**src/rtl/mult_div_unit_if.sv**
```systemverilog
//------------------------------------------------------------------------------
// Module   : mult_div_unit_if
// Brief    : Start/operand/result bundle between the control unit and
//            mult_div_unit.
// Revision : 1.0 - initial release
//------------------------------------------------------------------------------
`default_nettype none

interface mult_div_unit_if #(
  parameter int WIDTH = 32
);
  logic             MultInit;
  logic             DivInit;
  logic [WIDTH-1:0] A_in;
  logic [WIDTH-1:0] B_in;
  logic [WIDTH-1:0] Hi;
  logic [WIDTH-1:0] Lo;
  logic             MultStop;
  logic             DivStop;
  logic             DivZero;
  logic             Busy;

  modport master (
    output MultInit, DivInit, A_in, B_in,
    input  Hi, Lo, MultStop, DivStop, DivZero, Busy
  );

  modport slave (
    input  MultInit, DivInit, A_in, B_in,
    output Hi, Lo, MultStop, DivStop, DivZero, Busy
  );
endinterface

`default_nettype wire

```
**src/rtl/mult_div_unit.sv**
```systemverilog
//------------------------------------------------------------------------------
// Module   : mult_div_unit
// Brief    : Iterative shift-add multiplier / restoring divider, one bit per
//            clock. Define MULTDIV_SIGNED_EN for two's-complement operands.
// Revision : 1.0 - initial release
//------------------------------------------------------------------------------
`default_nettype none

module mult_div_unit #(
  parameter int WIDTH = 32
) (
  input  wire logic       clk,
  input  wire logic       Reset_In,
  mult_div_unit_if.slave  bus
);

  localparam int                 c_CNT_W = $clog2(WIDTH) + 1;
  localparam logic [c_CNT_W-1:0] c_LAST  = c_CNT_W'(WIDTH - 1);

  typedef enum logic [2:0] {
    S_IDLE  = 3'd0,
    S_MULT  = 3'd1,
    S_DIV   = 3'd2,
    S_DONE  = 3'd3,
    S_DZERO = 3'd4
  } state_t;

  state_t             r_state;
  state_t             w_state_next;
  logic [c_CNT_W-1:0] r_cnt;
  logic [WIDTH-1:0]   r_work_hi;
  logic [WIDTH-1:0]   r_work_lo;
  logic [WIDTH-1:0]   r_operand;
  logic               r_is_mult;
  logic [WIDTH-1:0]   r_hi;
  logic [WIDTH-1:0]   r_lo;
  logic               r_mult_stop;
  logic               r_div_stop;
  logic               r_div_zero;
  logic               r_busy;

  logic [WIDTH-1:0]   w_a_mag;
  logic [WIDTH-1:0]   w_b_mag;
  logic [WIDTH:0]     w_sum;
  logic [WIDTH:0]     w_shift;
  logic               w_ge;
  logic [WIDTH-1:0]   w_step_hi;
  logic [WIDTH-1:0]   w_step_lo;
  logic [WIDTH-1:0]   w_res_hi;
  logic [WIDTH-1:0]   w_res_lo;
  logic               w_last;

`ifdef MULTDIV_SIGNED_EN
  logic               r_neg_res;
  logic               r_neg_rem;
  logic [2*WIDTH-1:0] w_prod;

  // Iteration always works on magnitudes; -2^(W-1) maps onto itself, which is
  // the correct unsigned magnitude.
  assign w_a_mag = bus.A_in[WIDTH-1] ? (~bus.A_in + 1'b1) : bus.A_in;
  assign w_b_mag = bus.B_in[WIDTH-1] ? (~bus.B_in + 1'b1) : bus.B_in;
`else
  assign w_a_mag = bus.A_in;
  assign w_b_mag = bus.B_in;
`endif

  assign w_last = (r_cnt == c_LAST);

  // One iteration of either algorithm, selected by the latched op type.
  always_comb begin
    w_sum     = {1'b0, r_work_hi} + (r_work_lo[0] ? {1'b0, r_operand} : '0);
    w_shift   = {r_work_hi, r_work_lo[WIDTH-1]};
    w_ge      = (w_shift >= {1'b0, r_operand});
    w_step_hi = '0;
    w_step_lo = '0;
    if (r_is_mult) begin
      w_step_hi = w_sum[WIDTH:1];
      w_step_lo = {w_sum[0], r_work_lo[WIDTH-1:1]};
    end else begin
      // When w_ge holds the true difference is below 2^W, so W-bit math is exact.
      w_step_hi = w_ge ? (w_shift[WIDTH-1:0] - r_operand) : w_shift[WIDTH-1:0];
      w_step_lo = {r_work_lo[WIDTH-2:0], w_ge};
    end
  end

`ifdef MULTDIV_SIGNED_EN
  always_comb begin
    w_prod   = {w_step_hi, w_step_lo};
    w_res_hi = w_step_hi;
    w_res_lo = w_step_lo;
    if (r_is_mult) begin
      if (r_neg_res) begin
        w_prod   = ~w_prod + 1'b1;
        w_res_hi = w_prod[2*WIDTH-1:WIDTH];
        w_res_lo = w_prod[WIDTH-1:0];
      end
    end else begin
      if (r_neg_res) w_res_lo = ~w_step_lo + 1'b1;
      if (r_neg_rem) w_res_hi = ~w_step_hi + 1'b1;
    end
  end
`else
  assign w_res_hi = w_step_hi;
  assign w_res_lo = w_step_lo;
`endif

  always_ff @(posedge clk or negedge Reset_In) begin
    if (!Reset_In) r_state <= S_IDLE;
    else           r_state <= w_state_next;
  end

  always_comb begin
    w_state_next = r_state;
    case (r_state)
      S_IDLE: begin
        if (bus.MultInit)
          w_state_next = S_MULT;
        else if (bus.DivInit)
          w_state_next = (bus.B_in == '0) ? S_DZERO : S_DIV;
      end
      S_MULT, S_DIV: if (w_last) w_state_next = S_DONE;
      S_DONE, S_DZERO: w_state_next = S_IDLE;
      default: w_state_next = S_IDLE;
    endcase
  end

  always_ff @(posedge clk or negedge Reset_In) begin
    if (!Reset_In) begin
      r_cnt       <= '0;
      r_work_hi   <= '0;
      r_work_lo   <= '0;
      r_operand   <= '0;
      r_is_mult   <= 1'b0;
      r_hi        <= '0;
      r_lo        <= '0;
      r_mult_stop <= 1'b0;
      r_div_stop  <= 1'b0;
      r_div_zero  <= 1'b0;
      r_busy      <= 1'b0;
`ifdef MULTDIV_SIGNED_EN
      r_neg_res   <= 1'b0;
      r_neg_rem   <= 1'b0;
`endif
    end else begin
      // Strobes are registered from the next state so they never glitch.
      r_mult_stop <= (w_state_next == S_DONE) && (r_state == S_MULT);
      r_div_stop  <= ((w_state_next == S_DONE) && (r_state == S_DIV)) ||
                     (w_state_next == S_DZERO);
      r_div_zero  <= (w_state_next == S_DZERO);
      r_busy      <= (w_state_next == S_MULT) || (w_state_next == S_DIV) ||
                     (w_state_next == S_DONE);

      case (r_state)
        S_IDLE: begin
          if (w_state_next != S_IDLE) begin
            r_cnt     <= '0;
            r_work_hi <= '0;
            r_work_lo <= w_a_mag;
            r_operand <= w_b_mag;
            r_is_mult <= (w_state_next == S_MULT);
`ifdef MULTDIV_SIGNED_EN
            r_neg_res <= bus.A_in[WIDTH-1] ^ bus.B_in[WIDTH-1];
            r_neg_rem <= bus.A_in[WIDTH-1];
`endif
          end
        end
        S_MULT, S_DIV: begin
          r_work_hi <= w_step_hi;
          r_work_lo <= w_step_lo;
          r_cnt     <= r_cnt + 1'b1;
          if (w_last) begin
            r_hi <= w_res_hi;
            r_lo <= w_res_lo;
          end
        end
        default: ;
      endcase
    end
  end

  assign bus.Hi       = r_hi;
  assign bus.Lo       = r_lo;
  assign bus.MultStop = r_mult_stop;
  assign bus.DivStop  = r_div_stop;
  assign bus.DivZero  = r_div_zero;
  assign bus.Busy     = r_busy;

endmodule

`default_nettype wire
```
**src/flat_wrapper.sv**
```systemverilog
// flat-port wrapper written by rule: the top's interface ports become plain ports
module mult_div_unit_flat 
#(
  parameter int WIDTH = 32
)
  (clk, Reset_In, bus_MultInit, bus_DivInit, bus_A_in, bus_B_in, bus_Hi, bus_Lo, bus_MultStop, bus_DivStop, bus_DivZero, bus_Busy);
  mult_div_unit_if #(.WIDTH(WIDTH)) bus_i ();
  input  wire logic clk;
  input  wire logic Reset_In;
  input wire logic [$bits(bus_i.MultInit)-1:0] bus_MultInit;
  input wire logic [$bits(bus_i.DivInit)-1:0] bus_DivInit;
  input wire logic [$bits(bus_i.A_in)-1:0] bus_A_in;
  input wire logic [$bits(bus_i.B_in)-1:0] bus_B_in;
  output wire logic [$bits(bus_i.Hi)-1:0] bus_Hi;
  output wire logic [$bits(bus_i.Lo)-1:0] bus_Lo;
  output wire logic [$bits(bus_i.MultStop)-1:0] bus_MultStop;
  output wire logic [$bits(bus_i.DivStop)-1:0] bus_DivStop;
  output wire logic [$bits(bus_i.DivZero)-1:0] bus_DivZero;
  output wire logic [$bits(bus_i.Busy)-1:0] bus_Busy;
  assign bus_i.MultInit = bus_MultInit;
  assign bus_i.DivInit = bus_DivInit;
  assign bus_i.A_in = bus_A_in;
  assign bus_i.B_in = bus_B_in;
  assign bus_Hi = bus_i.Hi;
  assign bus_Lo = bus_i.Lo;
  assign bus_MultStop = bus_i.MultStop;
  assign bus_DivStop = bus_i.DivStop;
  assign bus_DivZero = bus_i.DivZero;
  assign bus_Busy = bus_i.Busy;
  mult_div_unit #(.WIDTH(WIDTH)) u_core (.clk(clk), .Reset_In(Reset_In), .bus(bus_i));
endmodule
```
**config.mk**
```make
export PLATFORM = sky130hd
export DESIGN_NAME = mult_div_unit_flat
export DESIGN_NICKNAME = d
export VERILOG_FILES = /design/src/rtl/mult_div_unit_if.sv /design/src/rtl/mult_div_unit.sv /design/src/flat_wrapper.sv
export SDC_FILE = /design/constraint.sdc
export NUM_CORES = 1
export LEC_CHECK = 0
export BUFFER_PORTS_ARGS = -buffer_cell sky130_fd_sc_hd__buf_2
export CORE_UTILIZATION = 38
export CTS_CLUSTER_DIAMETER = 60
export DETAILED_ROUTE_END_ITERATION = 10
export PLACE_DENSITY = 0.55
export SLEW_MARGIN = 25
export SYNTH_ARGS = -nofsm -noshare
export SYNTH_HDL_FRONTEND = slang
export SYNTH_SLANG_ARGS = --single-unit
```
**constraint.sdc**
```tcl
create_clock -name clk -period 6.42 [get_ports clk]
set_clock_uncertainty 0.1 [all_clocks]
set_input_delay 0 -clock clk [delete_from_list [all_inputs] [get_ports clk]]
set_output_delay 0 -clock clk [all_outputs]
set_load 0.01 [all_outputs]
```
==> results <==
- The flow ran to the end, but the final reports show violations.
- The final reports fail on design-rule violations.
- After detailed routing, the number of vias per cell comes to 5.65.
- The max-cap violation count is 0.
- After the first detailed-routing iteration, the DRC count stood at 810.
- The critical path goes through and2_1 > ha_1 > fa_1 > a211oi_1 > o21ai_1 > a211o_1 > o21ai_2 > mux2i_1 > a311oi_1 > o31ai_1 > mux2_2.
- For the pin with the worst max-slew slack, the measured transition is 901 ps.
- STA classifies the critical path startpoint as a flop.
- Clock latency on the worst-skew pair, taken at its later pin, is 470 ps.
- The count of buffers added on input and output ports is 135.
- Setup repair after global routing left no endpoint under its margin.
- The clock transition at the register clock pins on the worst setup and hold paths after CTS is 80 ps.
- The die outline area is 0.0322 mm².
- After synthesis, the cell types taking the most area are dfrtp_1 36%, ha_1 6.8%, o21ai_0 6.5%.
- Counting the buffers created by CTS gives 17.
- The count of cell types in the netlist is 83.
- During synthesis, Yosys emitted a total of 0 warnings.
- The number of enable flip-flop cells after synthesis is 0.
- The pin count of the biggest net entering global routing is 100.
- After synthesis, flip-flops and latches occupy a little over a third of the total area.
- In the routed design, unresolved DRC markers number 6.
- In this run, post-CTS repair resized a total of 0 instances.
- The endpoint arrival time on the critical path is 4070 ps.
- The first global-routing pass estimated 61.3 mm of wire.
- Data on the critical path is required at its endpoint by 6680 ps.
- The highest clock frequency the design can meet is ~0.26 GHz.
- The area growth from synthesis to layout is 18.3%.
- The remaining antenna violation count after routing is 0.
- The number of max-slew violations in the final report was 0.
- Across every metal layer, demand over resource in global routing totals 24.2%.
- Among all flip-flop cells after synthesis, the most frequent one is dfrtp_1.
- The worst-case headroom to the max-slew limit is about two fifths.
- TritonCTS built the clock tree.
- By startpoint and endpoint, the worst setup path is classified as flop to flop.
- After layout, the worst path uses between 50% and 60% of the clock period.
- The top-level port count is ~140.
- The type of the tightest min-delay check is input pin to async pin.
- The die height is 179 µm.
- The diode insertion count for antenna repair is 0.
- The region available for standard cell placement spans 0.0307 mm².
- The cell accounting for the most synthesized area is dfrtp_1.
- The number of buffers added for setup after CTS is 0.
- The number of global-route vias before repair is 10700.
- Dividing the synthesized area by the synthesized cell count gives 8.65 µm².
- The setup violation total in the final timing report is 0.
- The proportion of register bits with asynchronous set or reset after synthesis is 100%.
- The number of antenna violations at the first check in global routing was 0.
- The most common cell in the synthesized netlist is nand2_1.
- The worst path in the final design needs a cycle of 3810 ps, including I/O delays and setup.
- The starting density of the core is 38.9%.
- The number of detailed-route iterations in the first pass is 11.
- The commonest cells after synthesis are 195 x nand2_1, 174 x dfrtp_1, 155 x o21ai_0, 101 x a21oi_1, 73 x nor2_1.
- The placement row count is 64.
- The library cell used as clock root buffer is clkbuf_16.
- Summed over all nets, the half-perimeter wirelength after detailed placement is 27.4 mm.
- The total detailed-routing wirelength is 38.4 mm.
- CTS built an H-tree with a depth of 4.
- Of the cells placed in the final design, the portion with a size suffix greater than 1 is 15.0%.
- The hold violation total from the final report was 0.
- The worst setup path is captured at a flop.
- The via count of the routed design is 11000.
- The peak per-stage delay on the critical path is 660 ps.
- Of all nets on the critical path, the largest fanout is 34.
- The width of the die is between 150 and 200 µm.
- The post-synthesis net count is 1519.
- For this run the aggregate overflow at the end of global routing stands at 0.
- For this design, the CTS-stage hold fixing added 69 buffers.
- Synthesis inferred 174 register bits.
- The summed instance area of the synthesized netlist is 0.0120 mm².
- In the final routed layout, each cell accounts on average for 19.8 µm.
- Summed over its instances, the top area cell type makes up around 36% of the synthesized netlist area.
- The number of buffers between clock root and the deepest sink is 2.
- The congestion estimate from routability-driven global placement came to 0.943.
- The highest-delay cell along the critical path is dfrtp_2.
- For this run, the post-layout net count is 1667.
- The setup TNS is 0 ps.
- In the synthesized netlist, the number of instances is 1384.
- CTS saw 174 sinks.
==> state kept, by name (all words and copies together) (netlist names) <==
name                 cells
u_core.r_is_mult         1
u_core.bus.DivStop       1
u_core.r_operand        32
u_core.bus.Lo           32
u_core.r_cnt             6
u_core.bus.DivZero       1
u_core.r_work_hi        32
u_core.bus.MultStop      1
u_core.r_state           3
u_core.r_work_lo        32
u_core.bus.Busy          1
u_core.bus.Hi           32
==> metal layers <==
metal  vias to the layer above  GRT usage (%)  part of all wire [%]
met3                        43           4.03                   5.3
met4                         0           7.93                   2.3
li1                       5337              -                     -
met5                         -              0                     0
met1                      5263           34.1                    48
met2                       333           37.6                    44
==> worst max-delay path: cells and delay by family, from the launching register on <==
kind / cells / cell delay, ps
AOI/OAI and AO/OA: 6 / 1630
adders and majority gates: 2 / 640
DFF: 1 / 660
muxes: 2 / 400
and+or+nand+nor: 1 / 260
==> cell families after synthesis <==
| family | Yosys count | synth area share (%) |
|---|---|---|
| compound gates | 464 | 25.0 |
| xor+xnor | 48 | 3.51 |
| fa+ha+maj | 67 | 7.13 |
| buf+inv | 130 | 4.87 |
| flops | 174 | 36.4 |
| mux | 70 | 6.11 |
| simple gates | 431 | 17.0 |
==> area by class of cell <==
cell class | instances | area, µm²
fill | 3087 | 16600
inverter | 44 | 165
multi-input combinational | 1080 | 7070
clock inverter | 14 | 146
clock buffer | 18 | 439
tap | 396 | 495
timing repair buffer | 215 | 1480
sequential | 174 | 4360
==> final timing paths <==
kind	startpoint	end	slack [ps]	depth (start not counted)
worst max register to register	u_core.r_work_lo[0]	u_core.bus.Hi[27]	2610	11
worst max-delay path	u_core.r_work_lo[0]	u_core.bus.Hi[27]	2610	11
max in group asynchronous	Reset_In	u_core.r_is_mult	5230	3
min in group clk	bus_B_in[23]	u_core.r_operand[23]	190	4
worst min register to register	u_core.bus.Lo[16]	u_core.bus.Lo[16]	380	2
worst min-delay path	Reset_In	u_core.r_operand[17]	30	3
==> layout by cell type, fill, tap and decap left out, types with 19 or more instances in the layout <==
cell           netlist  final
xor2_1              25     25
xnor2_1             23     23
ha_1                65     65
a21oi_1            101    101
o211ai_1            19     19
nor2_1              73     72
and2_1              43     43
mux2i_1             52     52
buf_2               21    134
inv_1               44     44
a22o_1              24     24
nor3_1              22     22
o21ai_0            155    155
nand2_1            195    195
dlygate4sd3_1        0     68
dfrtp_1            174    172
a21o_1              28     28
==> metrics by stage <==
stage / instances / utilization [%] / hold slack, ps / instance area, µm² / setup slack [ps]
after global placement: 1840 / 41.8 / -137 / 12900 / 2390
after detailed placement: 1840 / 41.8 / -139 / 12900 / 2650
after global routing: 1941 / 46.0 / 46.6 / 14200 / 2360
after floorplan: 1384 / - / -396 / 12000 / 3330
final: 1941 / 46.0 / 27.6 / 14200 / 2610
after CTS: 1941 / 46.0 / 19.3 / 14100 / 2620
Power is left out: the tool's default activity adds up to more than one toggle a clock period on the data nets, which glitch-free logic cannot reach.
